--- src/rtl/sa_output_drain.sv ---
// sa_output_drain: reads rows from the output memory and streams them on a valid/ready port.
// A 2-entry FIFO absorbs the one-cycle read latency and downstream back-pressure.
module sa_output_drain #(
  parameter  int NUM_ENTRIES = 8,
  parameter  int DATA_WIDTH  = 128,
  localparam int AW          = $clog2(NUM_ENTRIES)
) (
  input  logic                  clk,
  input  logic                  rst_n,
  input  logic                  i_start,
  input  logic [AW-1:0]         i_base_addr,
  input  logic [AW:0]           i_num_rows,
  output logic                  o_busy,
  output logic                  o_done,
  output logic                  o_mem_cenb,
  output logic                  o_mem_wenb,
  output logic [AW-1:0]         o_mem_addr,
  input  logic [DATA_WIDTH-1:0] i_mem_data,
  output logic                  o_valid,
  input  logic                  i_ready,
  output logic [DATA_WIDTH-1:0] o_data,
  output logic                  o_last
);

  typedef enum logic [1:0] {IDLE, READ, DRAIN, DONE} state_e;

  localparam logic [AW:0]   ONE       = (AW+1)'(1);
  localparam logic [AW:0]   MAX_ROWS  = (AW+1)'(NUM_ENTRIES);
  localparam logic [AW-1:0] LAST_ADDR = AW'(NUM_ENTRIES - 1);

  state_e                state_q;
  logic [AW-1:0]         addr_q;
  logic [AW:0]           num_q;
  logic [AW:0]           issue_q;
  logic [AW:0]           beat_q;
  logic                  busy_q;
  logic                  done_q;
  logic                  inflight_q;
  logic [DATA_WIDTH-1:0] fifo_q [2];
  logic                  wr_ptr_q;
  logic                  rd_ptr_q;
  logic [1:0]            count_q;

  logic                  hs;
  logic                  issue;
  logic [AW:0]           num_clamped;
  logic [2:0]            pending;

  assign num_clamped = (i_num_rows > MAX_ROWS) ? MAX_ROWS : i_num_rows;
  assign o_valid     = (count_q != 2'd0);
  assign hs          = o_valid & i_ready;

  // Credit: rows buffered plus the read in flight, minus the row leaving now, must leave room.
  assign pending = {1'b0, count_q} + {2'b00, inflight_q};
  assign issue   = (state_q == READ) && (issue_q < num_q) &&
                   (pending <= (3'd1 + {2'b00, hs}));

  assign o_mem_cenb = ~issue;
  assign o_mem_wenb = 1'b1;
  assign o_mem_addr = addr_q;
  assign o_data     = fifo_q[rd_ptr_q];
  assign o_last     = o_valid && (beat_q == (num_q - ONE));
  assign o_busy     = busy_q;
  assign o_done     = done_q;

  always_ff @(posedge clk or negedge rst_n) begin
    if (!rst_n) begin
      state_q <= IDLE;
      addr_q  <= '0;
      num_q   <= '0;
      issue_q <= '0;
      beat_q  <= '0;
      busy_q  <= 1'b0;
      done_q  <= 1'b0;
    end else begin
      done_q <= 1'b0;
      if (hs) begin
        beat_q <= beat_q + ONE;
      end
      if (issue) begin
        issue_q <= issue_q + ONE;
        addr_q  <= (addr_q == LAST_ADDR) ? '0 : addr_q + AW'(1);
      end
      case (state_q)
        IDLE: begin
          if (i_start) begin
            addr_q  <= i_base_addr;
            num_q   <= num_clamped;
            issue_q <= '0;
            beat_q  <= '0;
            busy_q  <= 1'b1;
            if (num_clamped == '0) begin
              state_q <= DONE;
              done_q  <= 1'b1;
            end else begin
              state_q <= READ;
            end
          end
        end
        READ: begin
          if (issue && ((issue_q + ONE) == num_q)) begin
            state_q <= DRAIN;
          end
        end
        DRAIN: begin
          if (hs && ((beat_q + ONE) == num_q)) begin
            state_q <= DONE;
            done_q  <= 1'b1;
          end
        end
        DONE: begin
          busy_q  <= 1'b0;
          state_q <= IDLE;
        end
        default: state_q <= IDLE;
      endcase
    end
  end

  // Read data lands one cycle after the issue; the credit rule keeps occupancy at or below two.
  always_ff @(posedge clk or negedge rst_n) begin
    if (!rst_n) begin
      fifo_q[0]  <= '0;
      fifo_q[1]  <= '0;
      wr_ptr_q   <= 1'b0;
      rd_ptr_q   <= 1'b0;
      count_q    <= 2'd0;
      inflight_q <= 1'b0;
    end else begin
      inflight_q <= issue;
      if (inflight_q) begin
        fifo_q[wr_ptr_q] <= i_mem_data;
        wr_ptr_q         <= ~wr_ptr_q;
      end
      if (hs) begin
        rd_ptr_q <= ~rd_ptr_q;
      end
      count_q <= count_q + {1'b0, inflight_q} - {1'b0, hs};
    end
  end

endmodule
--- config.mk ---
export PLATFORM = sky130hd
export DESIGN_NAME = sa_output_drain
export DESIGN_NICKNAME = d
export VERILOG_FILES = /design/src/rtl/sa_output_drain.sv
export SDC_FILE = /design/constraint.sdc
export NUM_CORES = 1
export LEC_CHECK = 0
export ABC_AREA = 1
export BUFFER_PORTS_ARGS = -buffer_cell sky130_fd_sc_hd__buf_2
export CORE_ASPECT_RATIO = 1.4
export CORE_MARGIN = 2
export CORE_UTILIZATION = 50
export CTS_BUF_LIST = sky130_fd_sc_hd__clkbuf_4 sky130_fd_sc_hd__clkbuf_8
export DETAILED_ROUTE_END_ITERATION = 16
export MAX_ROUTING_LAYER = met4
export PLACE_DENSITY = 0.84
export SETUP_SLACK_MARGIN = 0.02
export SYNTH_ARGS = -nofsm -noshare
export SYNTH_HDL_FRONTEND = slang
export SYNTH_SLANG_ARGS = --single-unit
--- constraint.sdc ---
create_clock -name clk -period 2.5 [get_ports clk]
set_clock_uncertainty 0.05 [all_clocks]
set_input_delay 0.25 -clock clk [delete_from_list [all_inputs] [get_ports clk]]
set_output_delay 0.25 -clock clk [all_outputs]
set_load 0.02 [all_outputs]
==> results list, run 1 <==
* Run status: finished with violations
- The final reports fail on setup timing.
- The placed instances occupy a cell area of 14,730 um^2.
* Largest vdd supply drop: 0.8661 mV
- Synthesized netlist net count: 1,729
* Chip height: 195.9 um
- Clock tree synthesis inserted a total of 43 buffers.
- Entering global routing, the biggest net connects 139 pins.
- Post-Route WL: 36.20 mm
- Number of vias per cell after detailed routing: 5.144
- Average detailed-routed wire length per instance: 15.50 um
- Data on the critical path arrives at its endpoint at 2420 ps.
* Final HPWL DP: 20.37 mm
- Antenna viol nets, final: 0
* Global-route usage over all layers: 26.81%
* Cell area after layout: 17,130 um^2
* Sequential fraction of the synthesis area: 53.26%
- The worst setup path is captured at an output port.
- Crit Path Class: reg -> out
* Worst slew pin tran: 641.5 ps
- Nets: 2,137
* Final TNS setup: -217.3 ps
* FMAX: 0.3680 GHz
- No sink is reached through more buffers than the 3 on the longest clock path.
* Power after layout: 0.02380 W
* Leak Pwr: 9.468 nW
* Die area: 27,640 um^2
- Maximum level of the CTS H-tree: 2
- Along the worst hold path, the cell count comes to 5.
- Root buffer selected by CTS: clkbuf_8
* Highest-count cells in the layout ignoring fill and taps: nand2_1, dfrtp_1, buf_2
- CTS saw 280 sinks.
* Most common cell after layout, fill and taps aside: nand2_1
* Fraction of layout instances using a drive strength above 1: 26.01%
* R2r worst-path depth: 14
* Startpoint type of the worst setup path: flop
- The floorplan has 70 rows.
* Number of antenna violations at the first check in global routing: 4
- For this block, the initial DRC count from the detailed router was 774.
- After synthesis the netlist holds a flip-flop and latch count of 280.
- Of all nets on the critical path, the largest fanout is 7.
- At the end of routability-driven placement, the weighted congestion stood at 0.8363.
- DRC Markers: 0
- 276 I/O pins were placed.
- RSZ-0062 raised after global routing: yes
- Warning count from the yosys run: 0
- The floorplan step defined a core boundary enclosing 26,010 um^2.
- The first detailed-routing pass ran for 6 iterations.
* Count of vias placed by the detailed router: 12,010
- The area growth from synthesis to layout is 30.22%.
- Layout fillers: 1,849
- The final critical path takes up 108.7% of the cycle.
- TritonCTS clock tree: built
- Starting utilization of the core area: 50.57%
- Clock latency on the worst-skew pair, taken at its later pin, is 540 ps.
- Synthesized instance count: 1,572
- Clock slew at the register clock pins of the worst setup and hold paths: 70 ps
- Count of endpoints failing setup in the final report: 1
- The number of global-route vias before repair came to 12,470.
* Worst rel slew slack: 57.23%
- Subtracting the final worst setup slack from the clock period gives 2717 ps.
- The number of slew-limit violations in the final report was 0.
- Area of the mapped netlist: 13,160 um^2
* Power Density: 1390 nW/um^2
- X dimension of the die: 141.1 um
- In this run, distinct cell masters in the synthesized netlist total 35.
* Wire length of the first global-routing pass: 58.64 mm
- Global routing finished with a remaining overflow of 0.
- The tightest min-delay check is of the in -> reg type.
* Syn_area_per_cell: 8.368 um^2
- Smallest setup slack after layout: -217.3 ps
- STA puts the critical path data required time at 2200 ps.
* Number of max-capacitance violations reported: 0
* Total of buffers placed on input and output ports: 274
- The number of hold violations in the final report came to 0.
[cell usage after synthesis (all sizes together)]
library cell / number / area, um^2
xnor2: 2 / 17.52
o22ai: 3 / 18.77
buf: 50 / 414.2
xor2: 4 / 35.03
nor2: 18 / 96.34
nand2: 690 / 2600
ha: 17 / 212.7
nand4: 1 / 6.260
clkbuf: 38 / 143.9
a211oi: 1 / 7.510
a21oi: 11 / 66.32
nand3b: 1 / 7.510
o21ai: 275 / 1789
or2: 1 / 6.260
fa: 1 / 20.02
nand3: 12 / 75.07
inv: 164 / 615.6
nor4: 1 / 6.260
a31oi: 1 / 6.260
dfrtp: 280 / 7007
conb: 1 / 3.750
[power by group]
part / switching [W] / internal (W)
clock: 0.00171 / 0.00212
combinational: 0.00771 / 0.00409
sequential: 0.00137 / 0.00680
[per-layer routing]
| metal | wire length, um | global-route usage, % |
|---|---|---|
| met2 | 18640 | 46.28 |
| met4 | 2212 | 15.56 |
| met3 | 2064 | 5.272 |
| met5 | 0 | - |
| met1 | 13280 | 28.48 |
[cell families after synthesis]
group,synth area share (%)
and+or+nand+nor,21.27
AOI/OAI and AO/OA,14.35
DFF,53.26
buffers and inverters,8.921
adders and majority gates,1.769
xor gates and xnor gates,0.3995
other,0.02851
[critical path, cell delays in order, from the launching register on]
cell and delay (ps):
dfrtp_2 440, nor2_4 180, nor2_8 70, fa_1 480, inv_1 90, nand2_1 80
nor2_2 110, a21oi_2 60, nor2_2 170, inv_2 70, buf_6 130
[layout make-up]
type / instances / area [um^2] / share of cell area (%)
antenna: 4 / 10.01 / 0.05843
clock buffer: 67 / 797.0 / 4.653
clock inverter: 5 / 52.55 / 0.3068
inverter: 164 / 618.1 / 3.608
multi-input combinational: 1040 / 5014 / 29.27
sequential: 280 / 7014 / 40.95
tap: 324 / 405.4 / 2.367
timing repair buffer: 451 / 3219 / 18.79
[metrics by stage]
stage | instances | setup slack [ps] | utilization [%] | hold slack [ps]
finish | 2335 | -217.3 | 65.85 | 100.1
global route | 2335 | -298.0 | 65.85 | 94.65
CTS | 2323 | -169.3 | 65.48 | 66.40
detailed placement | 2106 | 172.2 | 56.63 | 240.9
global placement | 2106 | 235.5 | 56.63 | 232.3
floorplan | 1572 | 375.5 | - | -95.59
[sequential cells by signal (all words and copies together) (netlist names)]
register / count
rd_ptr_q: 1
inflight_q: 1
beat_q: 4
state_q: 2
num_q: 4
wr_ptr_q: 1
o_mem_addr: 3
count_q: 2
o_busy: 1
fifo_q: 256
o_done: 1
issue_q: 4
[repair_timing]
item	CTS	global route
gates resized for setup	6	8
setup endpoints to repair	1	4
hold endpoints to repair	337	0
pin swaps	5	8
hold buffers	140	0
buffers inserted	5	8
[path summary, 6_finish.rpt]
check                       startpoint             to  slack (ps)
max                         count_q[1]     o_mem_cenb        -220
min in group asynchronous        rst_n     fifo_q[97]         240
min reg2reg                fifo_q[242]    fifo_q[242]         430
min                            i_ready      beat_q[2]         100
max in group asynchronous        rst_n       rd_ptr_q        1400
max reg2reg                 count_q[1]  o_mem_addr[1]          40
No activity file was read; power rests on OpenSTA's default activity.
==> run 2, diff against run 1 <==
--- a/config.mk
+++ b/config.mk
@@ -8,13 +8,14 @@
 export ABC_AREA = 1
 export BUFFER_PORTS_ARGS = -buffer_cell sky130_fd_sc_hd__buf_2
 export CORE_ASPECT_RATIO = 1.4
-export CORE_MARGIN = 2
+export CORE_MARGIN = 8
 export CORE_UTILIZATION = 50
 export CTS_BUF_LIST = sky130_fd_sc_hd__clkbuf_4 sky130_fd_sc_hd__clkbuf_8
 export DETAILED_ROUTE_END_ITERATION = 16
 export MAX_ROUTING_LAYER = met4
-export PLACE_DENSITY = 0.84
+export PLACE_DENSITY = 0.78
 export SETUP_SLACK_MARGIN = 0.02
+export SLEW_MARGIN = 20
 export SYNTH_ARGS = -nofsm -noshare
 export SYNTH_HDL_FRONTEND = slang
 export SYNTH_SLANG_ARGS = --single-unit
==> run 2 against run 1 <==
Against the previous run: combinational power hardly changed; via count is 1.6% lower; non-clock buffer count is 7 lower; clock-buffer cell count is 1 higher; critical path depth stayed put; cell area is 0.46% higher; clock power is 7.6% higher; register-to-register slack better by 160 ps; the flow still finishes with violations (setup timing); sequential power is 1% lower.
==> results list, run 2 (synthesis gave the netlist of run 1 again) <==
- TritonCTS built the clock tree.
* Worst slew pin tran: 630.8 ps
- STA puts the critical path data required time at 2200 ps.
- Area delta synth->final: 30.82%
- The floorplan has 70 rows.
* Number of optimization iterations in the first detailed-route pass: 5
- The number of global-route vias before repair came to 12,620.
- The net count of the finished layout is 2,130.
- Entering global routing, the biggest net connects 129 pins.
- The congestion estimate from routability-driven global placement came to 0.8403.
- The routed design uses 1.865 mm of met3 wire.
- Number of max-capacitance violations reported: 0
- Die area: 31,830 um^2
- Counting instances, the worst hold path has a depth of 4.
- Largest vdd supply drop: 0.8318 mV
* Area inside the core boundary: 26,010 um^2
- Number of vias per cell after detailed routing: 5.072
* Highest-count cells in the layout ignoring fill and taps: nand2_1, dfrtp_1, buf_2
- Once detail routing completed, the nets flagged for antenna violations numbered 0.
- For this design the top-level I/O count stands at 276.
- Utilization after layout: 66.16%
- Counting flops per register, the top entry is fifo_q.
- Register area: 7013 um^2
* Power after layout: 0.02381 W
- Clock slew at the register clock pins of the worst setup and hold paths: 70 ps
* Fraction of layout instances using a drive strength above 1: 25.65%
* Wire length of the first global-routing pass: 60.58 mm
- The number of slew-limit violations in the final report came to 0.
- FMAX: 0.3828 GHz
* Layout fillers: 1,945
* Crit Path Class: reg -> out
* Cell breakdown of the critical path: nor2_4 -> nor2_8 -> fa_1 -> inv_1 -> nand2_1 -> nor2_1 -> a21oi_1 -> nor2_2 -> inv_2 -> buf_6
- Across every metal layer, demand over resource in global routing totals 23.51%.
- Met2 WL post-DR: 18.47 mm
* Longest individual stage delay on the worst path: 460 ps
* Worst endpoint data arrival time: 2310 ps
- Summed over all layers, the global routing overflow is 0.
- Highest routed layer: met4
- The count of buffers added on input and output ports is 274.
* Leak Pwr: 9.490 nW
- Clock sinks: 280
- R2r worst-path depth: 12
- Detailed routing inserted a total of 11,820 vias.
- Violated checks: setup timing
- Smallest setup slack after layout: -112.3 ps
- Final Cycle Share: 104.5%
* Worst setup slack before clock tree synthesis: 184.5 ps
* Classification of the worst-slack hold path: in -> reg
- X dimension of the die: 153.1 um
- Post-Route WL: 36.91 mm
- Clock tree buffer depth: 3
* Met1 Routed Length: 14.15 mm
- CTS Buf Count: 43
- Power Density: 1383 nW/um^2
* Tmin final: 2612 ps
- The initial antenna violation count came to 3.
* Root buffer selected by CTS: clkbuf_8
- Measured against its own limit, the worst slew margin works out to 57.95%.
- STA classifies the critical path endpoint as an output port.
- For this run, design rule violations remaining after detail routing come to 0.
* Chip height: 207.9 um
- Clock latency reported for the late side of the worst-skew pair: 550 ps
- Area of combinational cells with multiple inputs: 4992 um^2
* Average detailed-routed wire length per instance: 15.83 um
- The run finished, with violations left.
* Maximum level of the CTS H-tree: 2
* Crit-path max FO: 9
* First DRT Iteration DRCs: 587
- Starting utilization of the core area: 50.57%
- Setup violations remaining at the end of the flow were counted as 1.
- Adding up every negative setup slack in the final design gives -112.3 ps.
- Most common cell after layout, fill and taps aside: nand2_1
* Max reg flops: 256
* Cell at the slowest stage of the critical path: fa_1
- The number of hold violations in the final report came to 0.
* Final HPWL DP: 21.97 mm
- STA classifies the critical path startpoint as a flop.
- Setup repair after global routing could not meet its margin everywhere.
run 2: cell count changes in the layout (fill, tap and decap cells not counted), sizes merged:
cell / change
clkbuf: +2
diode: -1
buf: -8
bufinv: +1
clkinvlp: +2
run 2: area by class of cell:
class	instances	share of cell area, %
antenna	3	0.04362
clock buffer	68	4.929
clock inverter	8	0.5671
inverter	164	3.592
multi-input combinational	1040	29.01
sequential	280	40.75
tap	324	2.356
timing repair buffer	444	18.75
run 2: timing repair:
action                                 CTS  global route
setup endpoints to repair                1            10
setup buffers                            4             0
gates resized for setup                  7             1
hold buffers                           140             0
endpoints found under the hold margin  328             0
cloned                                   0             1
pin swaps                                4             0
run 2: report_power, final:
part | total [W] | switching, W | internal [W]
combinational | 0.0116 | 0.00757 | 0.00403
clock | 0.00412 | 0.00176 | 0.00236
sequential | 0.00809 | 0.00129 | 0.00680
total | 0.0238 | 0.0106 | 0.0132
run 2: final timing paths:
| kind | end | from | slack [ps] |
|---|---|---|---|
| hold / removal | rd_ptr_q | i_ready | 80 |
| hold reg to reg | fifo_q[181] | fifo_q[181] | 430 |
| max in group asynchronous | fifo_q[80] | rst_n | 1220 |
| setup / recovery | o_mem_cenb | count_q[0] | -110 |
| setup reg to reg | o_mem_addr[2] | count_q[0] | 200 |
| min in group asynchronous | fifo_q[99] | rst_n | 200 |
run 2: critical path, delay by kind of cell (launching register included):
kind	cells	cell delay, ps
compound gates	1	60
fa+ha+maj	1	460
buf+inv	3	270
flops	1	430
simple gates	5	550
run 2: stage by stage:
stage          cells  cell area, um^2  hold WS [ps]
6_report        2331            17210         82.90
3_3_place_gp    2107            14780         213.5
3_5_place_dp    2107            14780         219.4
4_1_cts         2327            17170         48.19
2_1_floorplan   1572            13160        -95.59
5_1_grt         2331            17210         89.06
run 2: metal layers:
metal / global-route usage, % / vias to the layer above
met2: 39.37 / 429
met3: 4.252 / 169
met5: - / -
met1: 24.94 / 5571
li1: - / 5653
met4: 16.46 / 0
